$ cat config.mk
export PLATFORM = sky130hd
export DESIGN_NAME = fechadura_ctrl
export DESIGN_NICKNAME = d
export VERILOG_FILES = /design/src/rtl/fechadura_ctrl.sv
export SDC_FILE = /design/constraint.sdc
export NUM_CORES = 1
export LEC_CHECK = 0
export ABC_AREA = 1
export BUFFER_PORTS_ARGS = -buffer_cell sky130_fd_sc_hd__buf_4
export CORE_UTILIZATION = 50
export CTS_CLUSTER_DIAMETER = 100
export DETAILED_ROUTE_END_ITERATION = 12
export PLACE_DENSITY = 0.82
export REMOVE_ABC_BUFFERS = 1
export SETUP_SLACK_MARGIN = 0.05
export SYNTH_ARGS = -nofsm -noshare
export SYNTH_HDL_FRONTEND = slang
export SYNTH_SLANG_ARGS = --single-unit
$ cat constraint.sdc
create_clock -name clk -period 11.9 [get_ports clk]
set_input_delay 1.19 -clock clk [delete_from_list [all_inputs] [get_ports clk]]
set_output_delay 1.19 -clock clk [all_outputs]
set_load 0.02 [all_outputs]
$ cat src/rtl/fechadura_ctrl.sv
// fechadura_ctrl: lock/door state machine with code check,
// auto-lock, door-open bip and brute-force lockout timers.
package fechadura_pkg;
  typedef logic [19:0][3:0] senhaPac_t;
  typedef logic [5:0][3:0]  bcdPac_t;

  typedef struct packed {
    logic       bip_status;
    logic [6:0] bip_time;
    logic [6:0] tranca_aut_time;
    senhaPac_t  senha_master;
    senhaPac_t  senha_1;
    senhaPac_t  senha_2;
    senhaPac_t  senha_3;
    senhaPac_t  senha_4;
  } setupPac_t;

  localparam senhaPac_t SENHA_F = '1;
  localparam senhaPac_t SENHA_E = {20{4'hE}};
  localparam senhaPac_t SENHA_DEF = {{16{4'hF}}, 16'h1234};

  localparam setupPac_t CFG_DEF = '{
    bip_status:      1'b1,
    bip_time:        7'd5,
    tranca_aut_time: 7'd5,
    senha_master:    SENHA_DEF,
    senha_1:         SENHA_F,
    senha_2:         SENHA_F,
    senha_3:         SENHA_F,
    senha_4:         SENHA_F
  };
endpackage

module fechadura_ctrl
  import fechadura_pkg::*;
#(
  parameter int CLK_PER_SEC = 1000,
  parameter int MAX_TENT    = 5,
  parameter int LOCKOUT_S   = 30
) (
  input  logic      clk,
  input  logic      rst,
  input  senhaPac_t digitos_value,
  input  logic      digitos_valid,
  input  setupPac_t data_setup_new,
  input  logic      data_setup_ok,
  input  logic      sensor_contato,
  input  logic      botao_interno,
  output logic      setup_on,
  output logic      tranca,
  output logic      bip,
  output logic      display_en,
  output bcdPac_t   bcd_pac
);

  localparam int PW = (CLK_PER_SEC > 1) ? $clog2(CLK_PER_SEC) : 1;
  localparam int FW = $clog2(MAX_TENT + 1);

  typedef enum logic [2:0] {
    TRANCADO,
    DESTRAVADO,
    PORTA_ABERTA,
    SETUP,
    BLOQUEADO
  } state_t;

  state_t    state, state_nxt;
  setupPac_t cfg, cfg_nxt;
  logic [FW-1:0] fails, fails_nxt;
  logic [PW-1:0] presc;
  logic [6:0] secs;
  logic [6:0] remain;
  logic bip_r, bip_nxt;
  logic fresh;
  logic tick;
  logic code_ok, master_hit, user_hit, miss;

  // An all-F slot is an empty slot and must never open the lock.
  function automatic logic hit(input senhaPac_t a, input senhaPac_t s);
    return (a == s) && (s != SENHA_F);
  endfunction

  assign code_ok = digitos_valid
                && (digitos_value != SENHA_F)
                && (digitos_value != SENHA_E);
  assign master_hit = code_ok && hit(digitos_value, cfg.senha_master);
  assign user_hit = master_hit
                 || (code_ok && (hit(digitos_value, cfg.senha_1)
                              || hit(digitos_value, cfg.senha_2)
                              || hit(digitos_value, cfg.senha_3)
                              || hit(digitos_value, cfg.senha_4)));
  assign miss = code_ok && !user_hit;

  assign tick = (presc == PW'(CLK_PER_SEC - 1));

  always_comb begin
    state_nxt = state;
    fails_nxt = fails;
    cfg_nxt   = cfg;
    bip_nxt   = 1'b0;
    unique case (state)
      TRANCADO: begin
        if (botao_interno) begin
          state_nxt = DESTRAVADO;
          fails_nxt = '0;
        end else if (user_hit) begin
          state_nxt = DESTRAVADO;
          fails_nxt = '0;
        end else if (miss) begin
          fails_nxt = fails + FW'(1);
          if (fails_nxt == FW'(MAX_TENT)) begin
            state_nxt = BLOQUEADO;
          end
        end
      end
      DESTRAVADO: begin
        if (!sensor_contato) begin
          state_nxt = PORTA_ABERTA;
        end else if (botao_interno) begin
          state_nxt = TRANCADO;
        end else if (master_hit) begin
          state_nxt = SETUP;
        end else if (secs == cfg.tranca_aut_time) begin
          state_nxt = TRANCADO;
        end
      end
      PORTA_ABERTA: begin
        bip_nxt = bip_r
               || (cfg.bip_status && (secs == cfg.bip_time));
        if (sensor_contato) begin
          state_nxt = DESTRAVADO;
          bip_nxt   = 1'b0;
        end
      end
      SETUP: begin
        if (data_setup_ok) begin
          cfg_nxt   = data_setup_new;
          state_nxt = DESTRAVADO;
        end
      end
      BLOQUEADO: begin
        if (botao_interno) begin
          state_nxt = DESTRAVADO;
          fails_nxt = '0;
        end else if (secs == 7'(LOCKOUT_S)) begin
          state_nxt = TRANCADO;
          fails_nxt = '0;
        end
      end
      default: state_nxt = TRANCADO;
    endcase
  end

  always_ff @(posedge clk or posedge rst) begin
    if (rst) begin
      state <= TRANCADO;
      cfg   <= CFG_DEF;
      fails <= '0;
      bip_r <= 1'b0;
      fresh <= 1'b0;
      presc <= '0;
      secs  <= '0;
    end else begin
      state <= state_nxt;
      cfg   <= cfg_nxt;
      fails <= fails_nxt;
      bip_r <= bip_nxt;
      fresh <= (state_nxt != state);
      // Every state starts its own timing window from zero.
      if (state_nxt != state) begin
        presc <= '0;
        secs  <= '0;
      end else if (tick) begin
        presc <= '0;
        if (secs != 7'h7F) begin
          secs <= secs + 7'd1;
        end
      end else begin
        presc <= presc + PW'(1);
      end
    end
  end

  assign tranca = (state == TRANCADO) || (state == BLOQUEADO);
  assign bip = bip_r;
  assign setup_on = (state == SETUP) && fresh;
  assign display_en = (state == BLOQUEADO);
  assign remain = 7'(LOCKOUT_S) - secs;

  always_comb begin
    bcd_pac = {6{4'hB}};
    if (display_en) begin
      bcd_pac[1] = 4'(remain / 7'd10);
      bcd_pac[0] = 4'(remain % 7'd10);
    end
  end

endmodule

======== Word-level counts from Yosys, hierarchy flattened ========
Cells that the tools add are included.
storage, ports and cells
  flip-flop bits (word level) ............. 440
  bits of input ports ..................... 501
  output and inout port bits .............. 28
  logic and storage cells ................. 193
cells by class
  $add $sub $neg .......................... 4
  divide/modulo/power cells ............... 2
  equality and inequality tests ........... 25
  mux-type cells .......................... 27
  reductions and logical operators ........ 26
operator list
  kind                                                   count
  != test 80 bit (second input constant)                 7
  == test 80 bit                                         5
  two-way mux 3 bit                                      17
  two-way mux 7 bit                                      3
  two-way mux 10 bit                                     2
  one-hot mux 3 bit (5 select lines)                     1
  == test 7 bit                                          2
  logical AND 1 bit                                      12
  adder 10 x 1 -> 10 bit (second input constant)         1
  == test 10 bit (second input constant)                 1
  two-way mux 8 bit                                      1
  adder 7 x 1 -> 7 bit (second input constant)           1
  divider 7 x 4 -> 7 bit (second input constant)         1
  == test 7 x 5 -> 1 bit (second input constant)         1
  remainder unit 7 x 4 -> 7 bit (second input constant)  1
  != test 7 bit (second input constant)                  1
  subtractor 5 x 7 -> 7 bit (first input constant)       1
  == test 3 x 2 -> 1 bit (second input constant)         2
  == test 3 bit (second input constant)                  2
  logical OR 1 bit                                       6
  one-hot mux 3 bit (2 select lines)                     1
  nonzero test 2 bit                                     3
  != test 4 bit (second input constant)                  1
  AND reduction 2 bit                                    2
  8 further kinds                                        9

======== Depth between registers and ports, before layout ========
  depth in word-level cells ............... 16
  depth in mapped cells ................... 28

======== Worst setup path after synthesis ========
Ideal clock, no wire load.
  path type ............................... register -> output
  from .................................... reg secs[1]
  to ...................................... out bcd_pac[2] in the netlist's numbering
  arrival time ............................ 2.722 ns
  data required time ...................... 10.710 ns
  setup slack ............................. 7.988 ns
  cell stages (with the launch flop) ...... 24
  path buffers ............................ 0
  cells stage by stage .................... dfrtp_1 > ha_1 > nand4_1 > nand2_1 > nand2_1 > nand2_1 > a21oi_2 > nand2_2 > nand2_4 > nand2_2 > nand3_2 > nand2_4 > nand2_2 > nand2_1 > nand2_1 > clkinv_2 > ha_1 > inv_1 > nand3_1 > nand2_1 > inv_2 > nand3_2 > nand2_1 > nor2_1
RTL lines
  what                    RTL line  RTL
  start, declared         71        logic [6:0] secs;
  start signal, assigned  176       secs <= secs + 7'd1;
  end, declared           53        output bcdPac_t bcd_pac

==> summary.md <==
| Metric | Value |
|---|---|
| Register area share after synthesis | 0.450 |
| Hold Crit Start | cfg[40] |
| Yosys reg bits | 440 |
| Outcome | finished clean |
| Syn Inst Count | about 2900 |
| Share of layout cells above drive strength 1 | 0.410 |
| # rows | 82 |
| Area Overhead vs Synth | 22.2% |
| ANT nets after route | 0 |
| Ys async rst share | 1.00 |
| Hold path depth | 2 |
| Power Density | roughly 250 nW/um^2 |
| I/O pins | 529 |
| Final Setup Violations | 0 |
| Wirelength per Cell | around 25 um |
| Hold Vio Cnt, Final | 0 |
| R2r worst-path depth | 8 |
| EDFF count, synth | 0 |
| Clock transition at path regs | about 60 ps |
| Min Hold Slack | 491 ps |
| Crit start category | register |
| Vias in the first global route | 22300 |
| First-pass GRT wire length | around 150000 um |
| Starting Density | 0.508 |
| Core area | around 50000 um^2 |
| Number of antenna violations at the first check in global routing | 8 |
| Root buffer cell | clkbuf_16 |
| H-tree Lvls | 2 |
| Synth top area share | 0.405 |
| Max-cap violations | 0 |
| HP Class | register to register |
| Final std cells w/o fill | between 4000 and 5000 |
| Synth area leaders | dfstp_2 (41%), mux2_2 (13%), nand2_1 (9.6%) |
| Synth warn | 0 |
| Worst Path Arrival | 3580 ps |
| Clk_skew | 40.9 ps |
| CTS tree | built |
| DIE HEIGHT | about 230 um |
| Synth unique cells | between 40 and 50 |
| Postcts setup bufs | 0 |
| Critical Path RT | between 10000 and 15000 ps |
| Initial DRC count | ~2800 |
| Longest Clk Path Bufs | 3 |
| Cell area after synthesis | approximately 26000 um^2 |
| Max Fclk | 209 MHz |
| Unrepaired setup endpoints after global routing | no |
| Period utilisation layout | 0.401 |
| Leading area contributor after synthesis | dfstp_2 |
| Final HPWL DP | 78800 um |
| Hold endpoint | cfg[40] |
| Vias/cell | around 5.6 |
| Worst r2r src | state[0] |
| Worst Tran Pin Value | between 1000 and 1500 ps |
| Post-CTS resize count | 0 |
| Area of the die | between 50000 and 60000 um^2 |
| Reg2reg setup slack | ~8200 ps |
| CTS Hold Buffers Added | 0 |
| Cells after DPL | just under 4000 |
| Worst Setup SP | secs[0] |
| GRT Total Usage | 0.384 |
| Grt ovf | 0 |
| Max-slew headroom | 0.274 |
| Worst Path Class, Setup | register to output pin |
| Clk_lat worst skew | 630 ps |
| Port Buffers | 512 |
| Final nets | about 3800 |
| RD Place Congestion | 1.03 |
| Clock Sinks | 440 |
| DRT Pass-1 Iters | 6 |
| Synth Flop Type | dfstp_2 |
| Worst reg2reg path endpoint | cfg[99] |
| Drt drc | 0 |
| Num CTS Buffers | 48 |
| Die width | between 200 and 250 um |
| Slew Limit Fails | 0 |
| Mean Syn Cell Area | ~9 um^2 |
| Routed WL | ~100000 um |
| Critical Path Fanout Max | 7 |
| DR vias | roughly 23000 |
| CP endpoint kind | output pin |
| Final worst path period need | around 4800 ps |
| Worst VDD drop | between 0.15 and 0.2 mV |
| Largest net degree at the start of global routing | 178 |
| P_leak | between 10 and 15 nW |
through the flow:
stage	util	worst slack [ps]	total power [W]	setup TNS (ps)	instance area, um^2
2_1_floorplan	-	-897	0.00515	-152780	24700
3_3_place_gp	0.587	7740	0.00583	0	29500
3_5_place_dp	0.587	7710	0.00592	0	29500
4_1_cts	0.621	7070	0.00758	0	31200
5_1_grt	0.621	6760	0.00800	0	31200
6_report	0.621	7130	0.00766	0	31200
placed cells by master, fill, tap and decap left out, types with 13 or more instances in the layout:
| cell type | netlist | routed |
|---|---|---|
| a21oi_1 | 115 | 115 |
| buf_4 | 51 | 520 |
| clkbuf_16 | 0 | 48 |
| clkbuf_8 | 0 | 13 |
| conb_1 | 2 | 16 |
| dfrtp_1 | 46 | 46 |
| dfstp_2 | 394 | 394 |
| inv_1 | 216 | 215 |
| inv_2 | 16 | 16 |
| mux2_2 | 305 | 305 |
| nand2_1 | 656 | 655 |
| nand3_1 | 43 | 43 |
| nand4_1 | 110 | 110 |
| nor2_1 | 368 | 368 |
| nor3_1 | 38 | 38 |
| o21ai_0 | 31 | 31 |
| o21ai_1 | 18 | 18 |
| xnor2_1 | 233 | 233 |
| xor2_1 | 46 | 46 |
worst max-delay path by stage:
| stage | slack [ps] | end | depth (start not counted) |
|---|---|---|---|
| after global routing | 6760 | bcd_pac[2] | 25 |
| after floorplan | -900 | bip | 1 |
| after global placement | 7740 | cfg[67] | 5 |
| after CTS | 7070 | bcd_pac[2] | 23 |
| final | 7130 | bcd_pac[2] | 23 |
| after detailed placement | 7710 | bcd_pac[2] | 23 |
critical path, stage by stage (launching register included):
cell	delay, ps
dfrtp_1	480
ha_1	260
nand4_1	160
nand3_1	130
nand2_1	110
a21oi_2	220
nand2_2	130
nand2_4	110
nand2_2	60
nand3_2	100
nand2_4	60
nand2_2	60
nand2_1	50
nand2_1	70
clkinv_2	90
ha_1	240
inv_1	60
nand3_1	70
nand2_1	80
inv_2	70
nand3_2	70
nand2_1	50
nor2_1	120
buf_4	150
final cells by class:
type | count | area, um^2
well taps | 672 | 841
multi-input cells | 2048 | 12300
repair buffers | 521 | 3920
clock inverters | 25 | 327
clock buffers | 65 | 1400
flip-flops and latches | 440 | 11500
diodes | 4 | 10.0
inverters | 234 | 888
fillers | 4308 | 19100
sequential cells by signal, summed over array words and instances, names as in the netlist:
signal and cells:
presc 10, fresh 1, secs 7, bip 1, cfg 415, fails 3, state 3
synth_stat cells, types with 31 or more instances:
library cell	instances
clkbuf_1	43
o21ai_0	31
dfrtp_1	46
nand2_1	656
xor2_1	46
nor3_1	38
nand3_1	43
nand4_1	110
a21oi_1	115
inv_1	216
buf_2	42
dfstp_2	394
nor2_1	368
buf_4	51
mux2_2	305
xnor2_1	233
logic make-up (layout without fill, tap and decap cells):
logic type | after synthesis | after routing | synth area share
compound gates | 179 | 179 | 0.0367
buf+inv | 384 | 845 | 0.0691
mux | 305 | 305 | 0.134
other cells | 2 | 20 | 0.000294
simple gates | 1260 | 1260 | 0.208
xor+xnor | 280 | 280 | 0.0966
flops | 440 | 440 | 0.450
fa+ha+maj | 8 | 8 | 0.00392
power breakdown:
group / switching [W] / internal [W]
clock network: 0.000673 / 0.000960
registers: 0.000842 / 0.00271
logic: 0.00128 / 0.00119
total: 0.00279 / 0.00486
per-layer routing:
| metal | wire, um | GRT usage | part of all wire | up-vias |
|---|---|---|---|---|
| met1 | 39600 | 0.512 | 0.39 | 10800 |
| met3 | 11000 | 0.0878 | 0.11 | 321 |
| li1 | - | - | - | 10000 |
| met5 | 49 | 0 | 0.00049 | - |
| met4 | 6590 | 0.221 | 0.066 | 8 |
| met2 | 43200 | 0.575 | 0.43 | 1434 |
Power figures use the tool's default switching activity.
